$ cat src/rtl/evt_builder.sv
// evt_builder: pairs charge (Q) and CFD time (t) words into event records
// and buffers them in a first-word fall-through FIFO for the readout side.
//
// Ports:
//   clk, reset_n          system clock, async active-low reset
//   q_in/q_valid          31-bit charge word + single-cycle strobe
//   t_in/t_valid          38-bit time word + single-cycle strobe
//   evt_data/evt_valid    registered FIFO head {has_t, has_q, t, q}
//   evt_ready             consumer accepts the head record
//   fifo_level            records currently stored
//   drop_cnt              records lost on a full FIFO (saturating)
//   timeout_cnt           records written unpaired (saturating)
module evt_builder #(
  parameter int MATCH_WINDOW = 16,
  parameter int FIFO_AW      = 4
) (
  input  logic               clk,
  input  logic               reset_n,
  input  logic [30:0]        q_in,
  input  logic               q_valid,
  input  logic [37:0]        t_in,
  input  logic               t_valid,
  output logic [70:0]        evt_data,
  output logic               evt_valid,
  input  logic               evt_ready,
  output logic [FIFO_AW:0]   fifo_level,
  output logic [15:0]        drop_cnt,
  output logic [15:0]        timeout_cnt
);

  localparam int              DEPTH = 1 << FIFO_AW;
  localparam logic [7:0]      WLAST = 8'(MATCH_WINDOW - 1);
  localparam logic [FIFO_AW:0] FULL_LVL = {1'b1, {FIFO_AW{1'b0}}};

  typedef enum logic [1:0] {IDLE, WAIT_T, WAIT_Q} state_t;

  function automatic logic [15:0] sat_inc(input logic [15:0] v);
    return (v == 16'hFFFF) ? v : v + 16'd1;
  endfunction

  // ---------------------------------------------------------------------
  // Pairing FSM. The record to write is registered here (wr_en/wr_rec),
  // so the FIFO write lands one edge after the deciding cycle.
  // ---------------------------------------------------------------------
  state_t       state;
  logic [7:0]   wcnt;
  logic [30:0]  q_pend;
  logic [37:0]  t_pend;
  logic         wr_en;
  logic [70:0]  wr_rec;

  always_ff @(posedge clk or negedge reset_n) begin
    if (!reset_n) begin
      state       <= IDLE;
      wcnt        <= '0;
      q_pend      <= '0;
      t_pend      <= '0;
      wr_en       <= 1'b0;
      wr_rec      <= '0;
      timeout_cnt <= '0;
    end else begin
      wr_en <= 1'b0;
      case (state)
        IDLE: begin
          if (q_valid && t_valid) begin
            wr_en  <= 1'b1;
            wr_rec <= {2'b11, t_in, q_in};
          end else if (q_valid) begin
            q_pend <= q_in;
            wcnt   <= '0;
            state  <= WAIT_T;
          end else if (t_valid) begin
            t_pend <= t_in;
            wcnt   <= '0;
            state  <= WAIT_Q;
          end
        end
        WAIT_T: begin
          if (t_valid) begin
            wr_en  <= 1'b1;
            wr_rec <= {2'b11, t_in, q_pend};
            if (q_valid) begin
              q_pend <= q_in;
              wcnt   <= '0;
            end else begin
              state  <= IDLE;
            end
          end else if (q_valid) begin
            // A second Q replaces the pending one; the old one leaves unpaired.
            wr_en       <= 1'b1;
            wr_rec      <= {2'b01, 38'd0, q_pend};
            timeout_cnt <= sat_inc(timeout_cnt);
            q_pend      <= q_in;
            wcnt        <= '0;
          end else if (wcnt == WLAST) begin
            wr_en       <= 1'b1;
            wr_rec      <= {2'b01, 38'd0, q_pend};
            timeout_cnt <= sat_inc(timeout_cnt);
            state       <= IDLE;
          end else begin
            wcnt <= wcnt + 8'd1;
          end
        end
        WAIT_Q: begin
          if (q_valid) begin
            wr_en  <= 1'b1;
            wr_rec <= {2'b11, t_pend, q_in};
            if (t_valid) begin
              t_pend <= t_in;
              wcnt   <= '0;
            end else begin
              state  <= IDLE;
            end
          end else if (t_valid) begin
            wr_en       <= 1'b1;
            wr_rec      <= {2'b10, t_pend, 31'd0};
            timeout_cnt <= sat_inc(timeout_cnt);
            t_pend      <= t_in;
            wcnt        <= '0;
          end else if (wcnt == WLAST) begin
            wr_en       <= 1'b1;
            wr_rec      <= {2'b10, t_pend, 31'd0};
            timeout_cnt <= sat_inc(timeout_cnt);
            state       <= IDLE;
          end else begin
            wcnt <= wcnt + 8'd1;
          end
        end
        default: state <= IDLE;
      endcase
    end
  end

  // ---------------------------------------------------------------------
  // FIFO. evt_data is a registered shadow of mem[rd_ptr], so evt_valid is
  // simply (level != 0) one edge later.
  // ---------------------------------------------------------------------
  logic [70:0]      mem [DEPTH];
  logic [FIFO_AW:0] wr_ptr, rd_ptr, wr_ptr_n, rd_ptr_n, level_n;
  logic             full, rd, push;

  assign fifo_level = wr_ptr - rd_ptr;
  assign full       = (fifo_level == FULL_LVL);
  assign rd         = evt_valid && evt_ready;
  // A read in the same cycle frees the slot for a write into a full FIFO.
  assign push       = wr_en && (!full || rd);
  assign wr_ptr_n   = wr_ptr + {{FIFO_AW{1'b0}}, push};
  assign rd_ptr_n   = rd_ptr + {{FIFO_AW{1'b0}}, rd};
  assign level_n    = wr_ptr_n - rd_ptr_n;

  always_ff @(posedge clk) begin
    if (push) mem[wr_ptr[FIFO_AW-1:0]] <= wr_rec;
  end

  always_ff @(posedge clk or negedge reset_n) begin
    if (!reset_n) begin
      wr_ptr    <= '0;
      rd_ptr    <= '0;
      evt_valid <= 1'b0;
      evt_data  <= '0;
      drop_cnt  <= '0;
    end else begin
      wr_ptr    <= wr_ptr_n;
      rd_ptr    <= rd_ptr_n;
      evt_valid <= (level_n != '0);
      // Bypass when the new head is the slot being written this edge.
      if (level_n == '0)
        evt_data <= '0;
      else if (push && (wr_ptr[FIFO_AW-1:0] == rd_ptr_n[FIFO_AW-1:0]))
        evt_data <= wr_rec;
      else
        evt_data <= mem[rd_ptr_n[FIFO_AW-1:0]];
      if (wr_en && full && !rd) drop_cnt <= sat_inc(drop_cnt);
    end
  end

endmodule

$ cat config.mk
export PLATFORM = sky130hd
export DESIGN_NAME = evt_builder
export DESIGN_NICKNAME = d
export VERILOG_FILES = /design/src/rtl/evt_builder.sv
export SDC_FILE = /design/constraint.sdc
export NUM_CORES = 1
export LEC_CHECK = 0
export BUFFER_PORTS_ARGS = -buffer_cell sky130_fd_sc_hd__buf_2
export CAP_MARGIN = 5
export CORE_ASPECT_RATIO = 1.2
export CORE_UTILIZATION = 25
export DETAILED_ROUTE_END_ITERATION = 6
export PLACE_DENSITY = 0.4
export SYNTH_ARGS = -nofsm -noshare
export SYNTH_HDL_FRONTEND = slang
export SYNTH_SLANG_ARGS = --single-unit
$ cat constraint.sdc
create_clock -name clk -period 13.85 [get_ports clk]
set_input_delay 2.0775 -clock clk [delete_from_list [all_inputs] [get_ports clk]]
set_output_delay 2.0775 -clock clk [all_outputs]
set_load 0.1 [all_outputs]
# Word level (Yosys, flattened, before mapping)
# Memory sizes are Yosys's and may differ from the RTL's.
# Index checks and enable logic that the tools add are counted.
# op_classes
n_addsub	7
n_eq_ne	18
mux	54
bitwise_logic	1
reduce_logical	23
# op_table
op	count
$mux 71	9
$pmux 71 s3	1
$mux 38	3
$mux 16	6
$pmux 38 s2	1
$mux 8	9
$mux 31	2
$pmux 31 s2	1
$add 16x1->16 const B	2
$eq 16x16->1 const B	2
$pmux 16 s2	1
$pmux 8 s3	1
$mux 2	10
$ne 2x2->1 const B	7
$add 5x1->5	2
$sub 5x5->5	2
$reduce_and 3->1	3
$add 8x1->8 const B	1
$eq 8x4->1 const B	1
$mux 1	8
$ne 4x4->1 const B	2
$reduce_and 4->1	2
$logic_and 1x1->1	6
$ne 3x3->1 const B	2
15 further kinds	19
# word_totals
ff_bits	265
mem_bits_rw	1136
in_bits	74
out_inout_bits	109
elab_cells	116
mem_count	1
# mem_list
memory	words	width	read_ports	rd_ports_with_merged_regs	write_ports	line_no	rtl
mem	16	71	1	0	1	138	logic [70:0] mem [DEPTH];

# Logic depth before layout (Yosys ltp)
# Gate-level depths: netlist of the first run.
# logic_depth
ltp_word	9
depth_mapped	20
mapped_depth_nobuf	17

# Least setup slack after synthesis of the first run
# OpenSTA, ideal clock, no wires.
# synth_path
path_kind	register to register
startpoint	register wr_ptr[0]
endpoint	memory mem[12][0] (enable)
arrival_ns	10.242
required_time_ns	13.175
path_slack_ns	2.933
stages_incl_launch_ff	9
path_buffers	1
synth_period_minus_slack_ns	10.917
cell_sequence	dfrtp_1 > clkbuf_1 > inv_1 > ha_1 > fa_1 > xnor2_1 > or4_1 > o31ai_1 > nor4_1
# synth_between
elab_chain_len	7
# synth_lines
item	line_no	rtl
start: declaration	139	logic [FIFO_AW:0] wr_ptr, rd_ptr, wr_ptr_n, rd_ptr_n, level_n;
start signal: assignment	163	wr_ptr <= wr_ptr_n;
$sub 5x5->5	142	assign fifo_level = wr_ptr - rd_ptr;
named net fifo_level[2]	26	output logic [FIFO_AW:0] fifo_level,
$eq 5x5->1	143	assign full = (fifo_level == FULL_LVL);
$logic_not 1->1	146	assign push = wr_en && (!full || rd);
$logic_or 1x1->1	146	
$logic_and 1x1->1	146	
$mux 1	152	if (push) mem[wr_ptr[FIFO_AW-1:0]] <= wr_rec;
$mux 1 (not written as such)	152	
end: declaration	138	
# The timed path passes the listed nets, and every way through them passes these cells.

# Final worst setup path of the first run
# layout_path
startpoint	input port evt_ready
endpoint	register evt_data[2]
# layout_between
elab_chain_len	7
elab_cells_between_ends	12
cone_classes	3 x add/sub; 1 x eq/ne; 2 x mux; 5 x reduce/logical; 1 x memory
# layout_lines
item	line_no	rtl
start: declaration	25	input logic evt_ready,
$logic_and 1x1->1	144	assign rd = evt_valid && evt_ready;
$logic_or 1x1->1	146	
$logic_and 1x1->1	146	
$add 5x1->5	147	assign wr_ptr_n = wr_ptr + {{FIFO_AW{1'b0}}, push};
named net wr_ptr_n[1]	139	
$sub 5x5->5	149	assign level_n = wr_ptr_n - rd_ptr_n;
$logic_not 5->1	167	if (level_n == '0)
$mux 71	167	
end signal: assignment	170	evt_data <= wr_rec;
end signal: assignment	172	evt_data <= mem[rd_ptr_n[FIFO_AW-1:0]];
end: declaration	23	output logic [70:0] evt_data,
# The timed path passes the listed nets, and every way through them passes these cells.
# A chain may end at the register's enable or synchronous reset.

==> out/qor.csv, run 1 <==
stage,metric,value,unit
critical_path,crit_path_cell_trace,buf_2 -> and2_1 -> or4_1 -> o31ai_1 -> inv_1 -> ha_1 -> ha_1 -> ha_1 -> nor2b_1 -> o21a_1 -> o21a_1 -> nor3_1 -> o211a_4 -> buf_4 -> nor2_1,
hold_path,hold_depth,1,
floorplan,rows,187,
floorplan,placeableCoreArea,217000,sq um
power,ir_worst_vdd,213,uV
sta,setup_viol,0,
clock_network,post_cts_buffers,0,
critical_path,end_kind,flip-flop,
outcome,outcome,finished clean,
final_layout,drive_gt1_share,26.1,%
clock_network,cts-resized-gates,0,
critical_path,worstPathRequired,14.48,ns
clock_network,clkLatencyLatePin,0.79,ns
critical_path,crit_cells,15,
synth,synthArstFlopShare,18.9,%
floorplan,start_util,25.2,%
critical_path,crit_path_frequent_cell,ha_1,
sta,fmax,0.156,GHz
critical_path,cp.arrival,7.03,ns
flow_run,maxCapViolCount,0,
sta,skew,0.0345,ns
global_route,grt.overflow.total,0,
final_layout,multi_input_area,13300,sq um
synth,ys.flop_type,edfxtp_1,
hold_path,hold_class,flip-flop to flip-flop,
critical_path,cp_top_family,compound AO/OA/AOI/OAI gates,
floorplan,die_area,221000,sq um
sta,period_share,46.2,%
floorplan,pin_count,183,
global_route,grt_pass1_wl,224000,microns
sta,max-slew-margin-rel,26.5,%
sta,tns,0,ns
clock_network,numCtsBuffers,160,
routing,antenna_left,0,
sta,whs,0.488,ns
critical_path,worstSetupStartpointType,input port,
critical_path,worst-path-buf-inv,3,
clock_network,clockBufferDepth,3,
final_layout,area_growth,17.8,%
critical_path,cpPeakStageDelay,0.90,ns
routing,viasPerCell,4.53,
global_route,grt_max_degree,102,
final_layout,fin_nets,3341,
clock_network,cts_root_buf,clkbuf_16,
routing,num_vias,28197,
synth,avgSynthCellArea,18.2,sq um
sta,finalHoldViolCount,0,
critical_path,path_max_fanout,41,
power,static-leakage-power,22.5,nW
placed_design,hpwlAfterDp,81900,microns
routing,first_pass_iters,5,
critical_path,crit_type,input port to flip-flop,
clock_network,cts_tree,yes,
routing,wl_per_cell,24.9,microns
power,power_density,260,nW/um^2
final_layout,fill_cells,21320,
synth,synth_edf_count,1136,
clock_network,htreeDepth,4,
synth,ys_warn_count,0,
global_route,grt_pass1_vias,30185,
synth,seq_area_frac_synth,74.5,%
placed_design,portBuffers,182,
synth,syn_inst,3003,
sta,drv_slew,0,
synth,syn_area,54700,sq um
floorplan,die_w,429,microns
clock_network,clock_sink_count,1401,
routing,initialDrtViolationCount,2033,
power,finalPower,16.7,mW
placed_design,gp_congestion,0.709,
floorplan,die_h,514,microns
clock_network,postCtsHoldBufs,0,
sta,min_period,6.40,ns
global_route,groute.usage.overall,14.0,%
synth,synth_fp_nets,3097,
synth,ys_seq_elements,1401,
synth,synth.distinct_cells,56,
sta,rsz0062_at_grt,no,
global_route,antenna_found_initial,6,
routing,finalWirelength,155000,microns
critical_path,crit_slowest_cell,o31ai_1,
final_layout,regArea,40700,sq um
clock_network,cts.clk_slew.worst_paths,0.06,ns
sta,worst_pin_slew,1.10,ns
critical_path,reg2reg_depth,17,
routing,drcViolationCount,0,
## power breakdown
| group | switching (mW) | total (mW) | internal (mW) | leakage (nW) |
|---|---|---|---|---|
| logic | 4.12 | 6.17 | 2.06 | 6.35 |
| registers | 0.669 | 6.36 | 5.70 | 13.6 |
| clock network | 1.76 | 4.19 | 2.42 | 2.52 |
| total | 6.55 | 16.7 | 10.2 | 22.5 |
## cell usage in the layout, fill, tap and decap left out, types with 9 or more instances in the layout
cell and instances:
edfxtp_1 1136, nand2_1 384, mux4_2 284, dfrtp_1 265
buf_2 181, clkbuf_16 162, nor2_1 94, o21ai_0 86
and3_1 82, mux2_2 77, a31oi_1 75, buf_4 72
mux2i_1 71, a22oi_1 69, clkbuf_1 51, xnor2_1 30
clkinv_2 27, inv_1 19, nand3_1 19, ha_1 17
clkinv_1 15, nand4_1 12, clkbuf_8 11, xor2_1 10
a21oi_1 10, bufinv_16 10, nor2_4 9
## flip-flops by register name (all words and copies together) (netlist names)
name and count:
q_pend 31, drop_cnt 16, evt_data 71, wcnt 8
wr_rec 71, mem 1136, state 2, wr_ptr 5
t_pend 38, wr_en 1, evt_valid 1, timeout_cnt 16
rd_ptr 5
## kinds of logic after synthesis
| logic type | count (synthesis) | share of synthesized area (%) |
|---|---|---|
| AOI/OAI and AO/OA | 272 | 3.17 |
| and+or+nand+nor | 639 | 5.05 |
| muxes | 432 | 14.6 |
| buffers and inverters | 196 | 1.50 |
| DFF | 1401 | 74.5 |
| adders and majority gates | 20 | 0.471 |
| xor gates and xnor gates | 43 | 0.728 |
## final cells by class
type | count | area share (%)
inverter | 22 | 0.140
sequential | 1401 | 63.3
tap | 2835 | 5.51
multi-input combinational | 1406 | 20.7
clock buffer | 224 | 6.83
timing repair buffer | 256 | 2.33
antenna | 3 | 0.0117
clock inverter | 72 | 1.22
## path summary, 6_finish.rpt
kind,from,endpoint,slack (ns)
min,drop_cnt[9]$_DFFE_PN0P_,drop_cnt[9]$_DFFE_PN0P_,0.49
max in group asynchronous,reset_n,t_pend[37]$_DFFE_PN0P_,10.68
min reg2reg,drop_cnt[9]$_DFFE_PN0P_,drop_cnt[9]$_DFFE_PN0P_,0.49
max,evt_ready,evt_data[2]$_DFF_PN0_,7.45
min in group asynchronous,reset_n,rd_ptr[2]$_DFF_PN0_,1.18
max reg2reg,wr_ptr[0]$_DFF_PN0_,evt_data[2]$_DFF_PN0_,7.49
## stage by stage
| step | cell area [sq um] | cells | worst slack [ns] | util (%) |
|---|---|---|---|---|
| floorplan | 54700 | 3003 | 2.93 | - |
| global placement | 59200 | 5920 | 6.57 | 27.3 |
| detailed placement | 59200 | 5920 | 6.56 | 27.3 |
| CTS | 64400 | 6216 | 7.37 | 29.7 |
| global route | 64400 | 6217 | 7.01 | 29.7 |
| finish | 64400 | 6219 | 7.45 | 29.7 |
## synth_stat cells, types with 2 or more instances
cell type	number	share of area (%)
a32o_1	3	0.055
o31ai_1	5	0.069
nor2b_1	3	0.034
mux2_2	77	1.6
nand2_1	385	2.6
mux2i_1	71	1.3
nand2b_1	6	0.069
a211oi_1	3	0.041
nand4_1	12	0.14
a21oi_1	11	0.10
xor2_1	10	0.16
nor2_1	103	0.71
buf_4	8	0.11
inv_1	19	0.13
clkbuf_1	104	0.71
a31oi_1	75	0.86
nor3_1	12	0.11
ha_1	19	0.43
inv_2	3	0.021
xnor2_1	31	0.50
nand3_1	19	0.17
buf_1	17	0.12
mux4_2	284	12
and2_1	6	0.069
and3_1	82	0.94
a22o_1	5	0.080
buf_2	45	0.41
o21a_1	3	0.041
or3b_2	2	0.032
o21ai_0	86	0.79
a22oi_1	69	0.95
dfrtp_1	265	12
edfxtp_1	1136	62
nor4_1	2	0.023
## worst reg2reg max path: cells and delay by family, from the launching register on
family	cells	cell delay, ns
adder cells (fa/ha/maj)	5	1.57
buffers and inverters	4	0.95
AND/OR/NAND/NOR	4	1.21
AO/OA/AOI/OAI	4	1.91
flip-flops	1	0.56
## per-layer routing
| metal | vias to the layer above | global-route usage [%] | part of all wire [%] |
|---|---|---|---|
| met4 | 4 | 3.90 | 2.1 |
| met3 | 192 | 2.08 | 3.0 |
| met2 | 469 | 23.7 | 49 |
| li1 | 12312 | - | - |
| met1 | 15220 | 18.7 | 46 |
| met5 | - | 0 | 0.017 |
(Power assumes the default switching activity.)
==> run 2, diff against run 1 <==
clock period = 6.5 ns   (was 13.85 ns; I/O delays follow)
==> run 2 against run 1 <==
Net effect: design area rose by 0.46%; register-to-register slack lost 6.4 ns; first-iteration DRC count fell by 14%; count of clock-buffer cells in the layout grew 8; combinational power increased by 110%; sequential power up 110%; setup slack worse by 6.3 ns; clock power rose by 110%; cell count about the same; die area unchanged; sequential cell count is the same; critical path depth increased by 2; critical path type is now flip-flop to flip-flop; largest cell class unchanged; largest power group unchanged; highest routed layer unchanged.
==> out/qor.csv, run 2 (same netlist as run 1, synthesis figures left out) <==
stage,metric,value,unit,change
global_route,grt.overflow.total,0,,unchanged
final_layout,largest_register_ffs,1136,,unchanged
critical_path,crit_path_cell_trace,inv_1 -> ha_1 -> fa_1 -> inv_1 -> or4_1 -> o31ai_1 -> buf_4 -> inv_1 -> ha_1 -> ha_1 -> xor2_1 -> ha_1 -> a221oi_1 -> xor2_1 -> o211a_4 -> buf_4 -> nor2_1,,
routing,drcViolationCount,0,,unchanged
sta,rsz0062_at_grt,no,,
final_layout,layout_commonest_cell,edfxtp_1,,
clock_network,postCtsHoldBufs,0,,unchanged
routing,first_pass_iters,5,,unchanged
critical_path,r2r_start,wr_ptr[0]$_DFF_PN0_,,
clock_network,clkLatencyLatePin,0.80,ns,about the same
critical_path,crit_path_frequent_cell,ha_1,,
global_route,grt_pass1_wl,222000,microns,-0.90%
final_layout,fin_area,64700,sq um,+0.46%
outcome,outcome,finished clean,,
power,power_density,553,nW/um^2,+110%
sta,worst_pin_slew,1.19,ns,+0.0899 ns
power,ir_worst_vdd,840,uV,+290%
critical_path,cpPeakStageDelay,0.68,ns,-0.22 ns
sta,fmax,0.185,GHz,
global_route,use_met3,2.20,%,+0.12 points
clock_network,cts_tree,yes,,
final_layout,fin_nets,3337,,-0.12%
floorplan,die_area,221000,sq um,unchanged
sta,finalHoldViolCount,0,,unchanged
power,static-leakage-power,22.6,nW,+0.50%
floorplan,die_h,514,microns,unchanged
floorplan,placeableCoreArea,217000,sq um,unchanged
clock_network,cts.clk_slew.worst_paths,0.06,ns,about the same
critical_path,end_kind,flip-flop,,
floorplan,rows,187,,unchanged
flow_run,maxCapViolCount,0,,unchanged
critical_path,r2r_slack,1.10,ns,-6.39 ns
floorplan,pin_count,183,,unchanged
clock_network,clockBufferDepth,3,,unchanged
sta,period_share,83.0,%,
sta,drv_slew,0,,unchanged
global_route,antenna_found_initial,7,,+1
critical_path,worstSetupStartpointType,flip-flop,,
routing,num_vias,28158,,-0.14%
routing,viasPerCell,4.53,,about the same
placed_design,gp_congestion,0.727,,+2.5%
sta,tns,0,ns,unchanged
routing,finalWirelength,152000,microns,-2.0%
critical_path,crit_type,flip-flop to flip-flop,,
final_layout,utilization,29.8,%,+0.14 points
global_route,groute.usage.overall,13.8,%,-0.20 points
clock_network,numCtsBuffers,161,,+0.63%
placed_design,portBuffers,182,,unchanged
sta,max-slew-margin-rel,20.6,%,-5.9 points
clock_network,clock_sink_count,1401,,unchanged
critical_path,path_max_fanout,33,,-20%
critical_path,crit_slowest_cell,dfrtp_1,,
placed_design,hpwlAfterDp,81400,microns,-0.59%
global_route,met2_usage,24.2,%,+0.48 points
sta,whs,0.205,ns,-0.283 ns
placed_design,placedInstanceArea,59500,sq um,+0.42%
floorplan,die_w,429,microns,unchanged
sta,setup_viol,0,,unchanged
critical_path,worstPathRequired,7.13,ns,-7.35 ns
global_route,grt_use_met1,17.6,%,-1.1 points
final_layout,drive_gt1_share,26.1,%,about the same
critical_path,reg2reg_depth,17,,unchanged
floorplan,start_util,25.2,%,unchanged
routing,wl_per_cell,24.5,microns,-1.9%
global_route,grt_pass1_vias,30470,,+0.94%
clock_network,post_cts_buffers,0,,unchanged
critical_path,cp.arrival,6.03,ns,-1.00 ns
routing,antenna_left,0,,unchanged
global_route,grt_max_degree,143,,+40%
clock_network,htreeDepth,4,,unchanged
hold_path,hold_class,input port to asynchronous set/reset pin,,
final_layout,area_growth,18.3,%,
clock_network,cts_root_buf,clkbuf_16,,
global_route,top_usage_layer,met2,,
sta,skew,0.0379,ns,+0.00338 ns
final_layout,final_cell_mix,"edfxtp_1 (1136), nand2_1 (384), mux4_2 (284), dfrtp_1 (265), buf_2 (181)",,
critical_path,timing.rr.end,evt_data[34]$_DFF_PN0_,,
clock_network,cts-resized-gates,0,,unchanged
final_layout,fill_cells,21311,,-0.042%
routing,initialDrtViolationCount,1741,,-14%
sta,min_period,5.40,ns,
-- run 2: changes by cell type in the layout (fill, tap and decap cells not counted), moves of 3 or more --
cell and delta:
nor3_4 +6, buf_4 -24, inv_16 -3, clkbuf_16 +6, clkinv_1 -3, nor3_2 -6
buf_12 +19
-- run 2: how the worst max path moves through the flow --
stage | from | endpoint | slack [ns] | depth (start not counted)
2_1_floorplan | wr_ptr[0]$_DFF_PN0_ | mem[10][0]$_DFFE_PP_ | -1.20 | 9
3_5_place_dp | wr_ptr[0]$_DFF_PN0_ | evt_data[34]$_DFF_PN0_ | 1.08 | 17
6_report | wr_ptr[0]$_DFF_PN0_ | evt_data[34]$_DFF_PN0_ | 1.10 | 17
4_1_cts | wr_ptr[0]$_DFF_PN0_ | evt_data[34]$_DFF_PN0_ | 1.05 | 17
3_3_place_gp | wr_ptr[0]$_DFF_PN0_ | evt_data[40]$_DFF_PN0_ | 1.11 | 18
5_1_grt | wr_ptr[0]$_DFF_PN0_ | evt_data[36]$_DFF_PN0_ | 0.79 | 17
-- run 2: where the power goes --
group          internal, mW  total (mW)  switching [mW]
clock network          5.26        8.98            3.72
registers              12.1        13.6            1.51
logic                  4.49        13.1            8.65
-- run 2: final cells by class --
class	instances	area, sq um	area share, %
multi-input cells	1406	13400	20.7
well taps	2835	3550	5.48
clock inverters	65	654	1.01
inverters	22	90.1	0.139
diodes	4	10.0	0.0155
flip-flops and latches	1401	40700	63.0
repair buffers	251	1700	2.63
clock buffers	232	4570	7.07
-- run 2: worst max-delay path: cells and delay by family (launching register included) --
| kind | cells | cell delay, ns |
|---|---|---|
| adders and majority gates | 5 | 1.44 |
| buffers and inverters | 5 | 0.93 |
| AOI/OAI and AO/OA | 3 | 0.85 |
| and+or+nand+nor | 2 | 0.79 |
| DFF | 1 | 0.68 |
| xor gates and xnor gates | 2 | 0.47 |
-- run 2: metrics by stage --
| stage | total power, mW | setup slack, ns | std cells |
|---|---|---|---|
| floorplan | 22.7 | -1.20 | 3003 |
| global placement | 27.4 | 1.11 | 5915 |
| detailed placement | 27.5 | 1.08 | 5915 |
| CTS | 36.6 | 1.05 | 6212 |
| global route | 37.8 | 0.793 | 6213 |
| finish | 35.8 | 1.10 | 6216 |
-- run 2: layer usage --
| layer | part of all wire (%) | up-vias |
|---|---|---|
| li1 | - | 12298 |
| met1 | 44 | 15178 |
| met2 | 51 | 473 |
| met3 | 3.2 | 207 |
| met4 | 2.2 | 2 |
| met5 | 0.0086 | - |
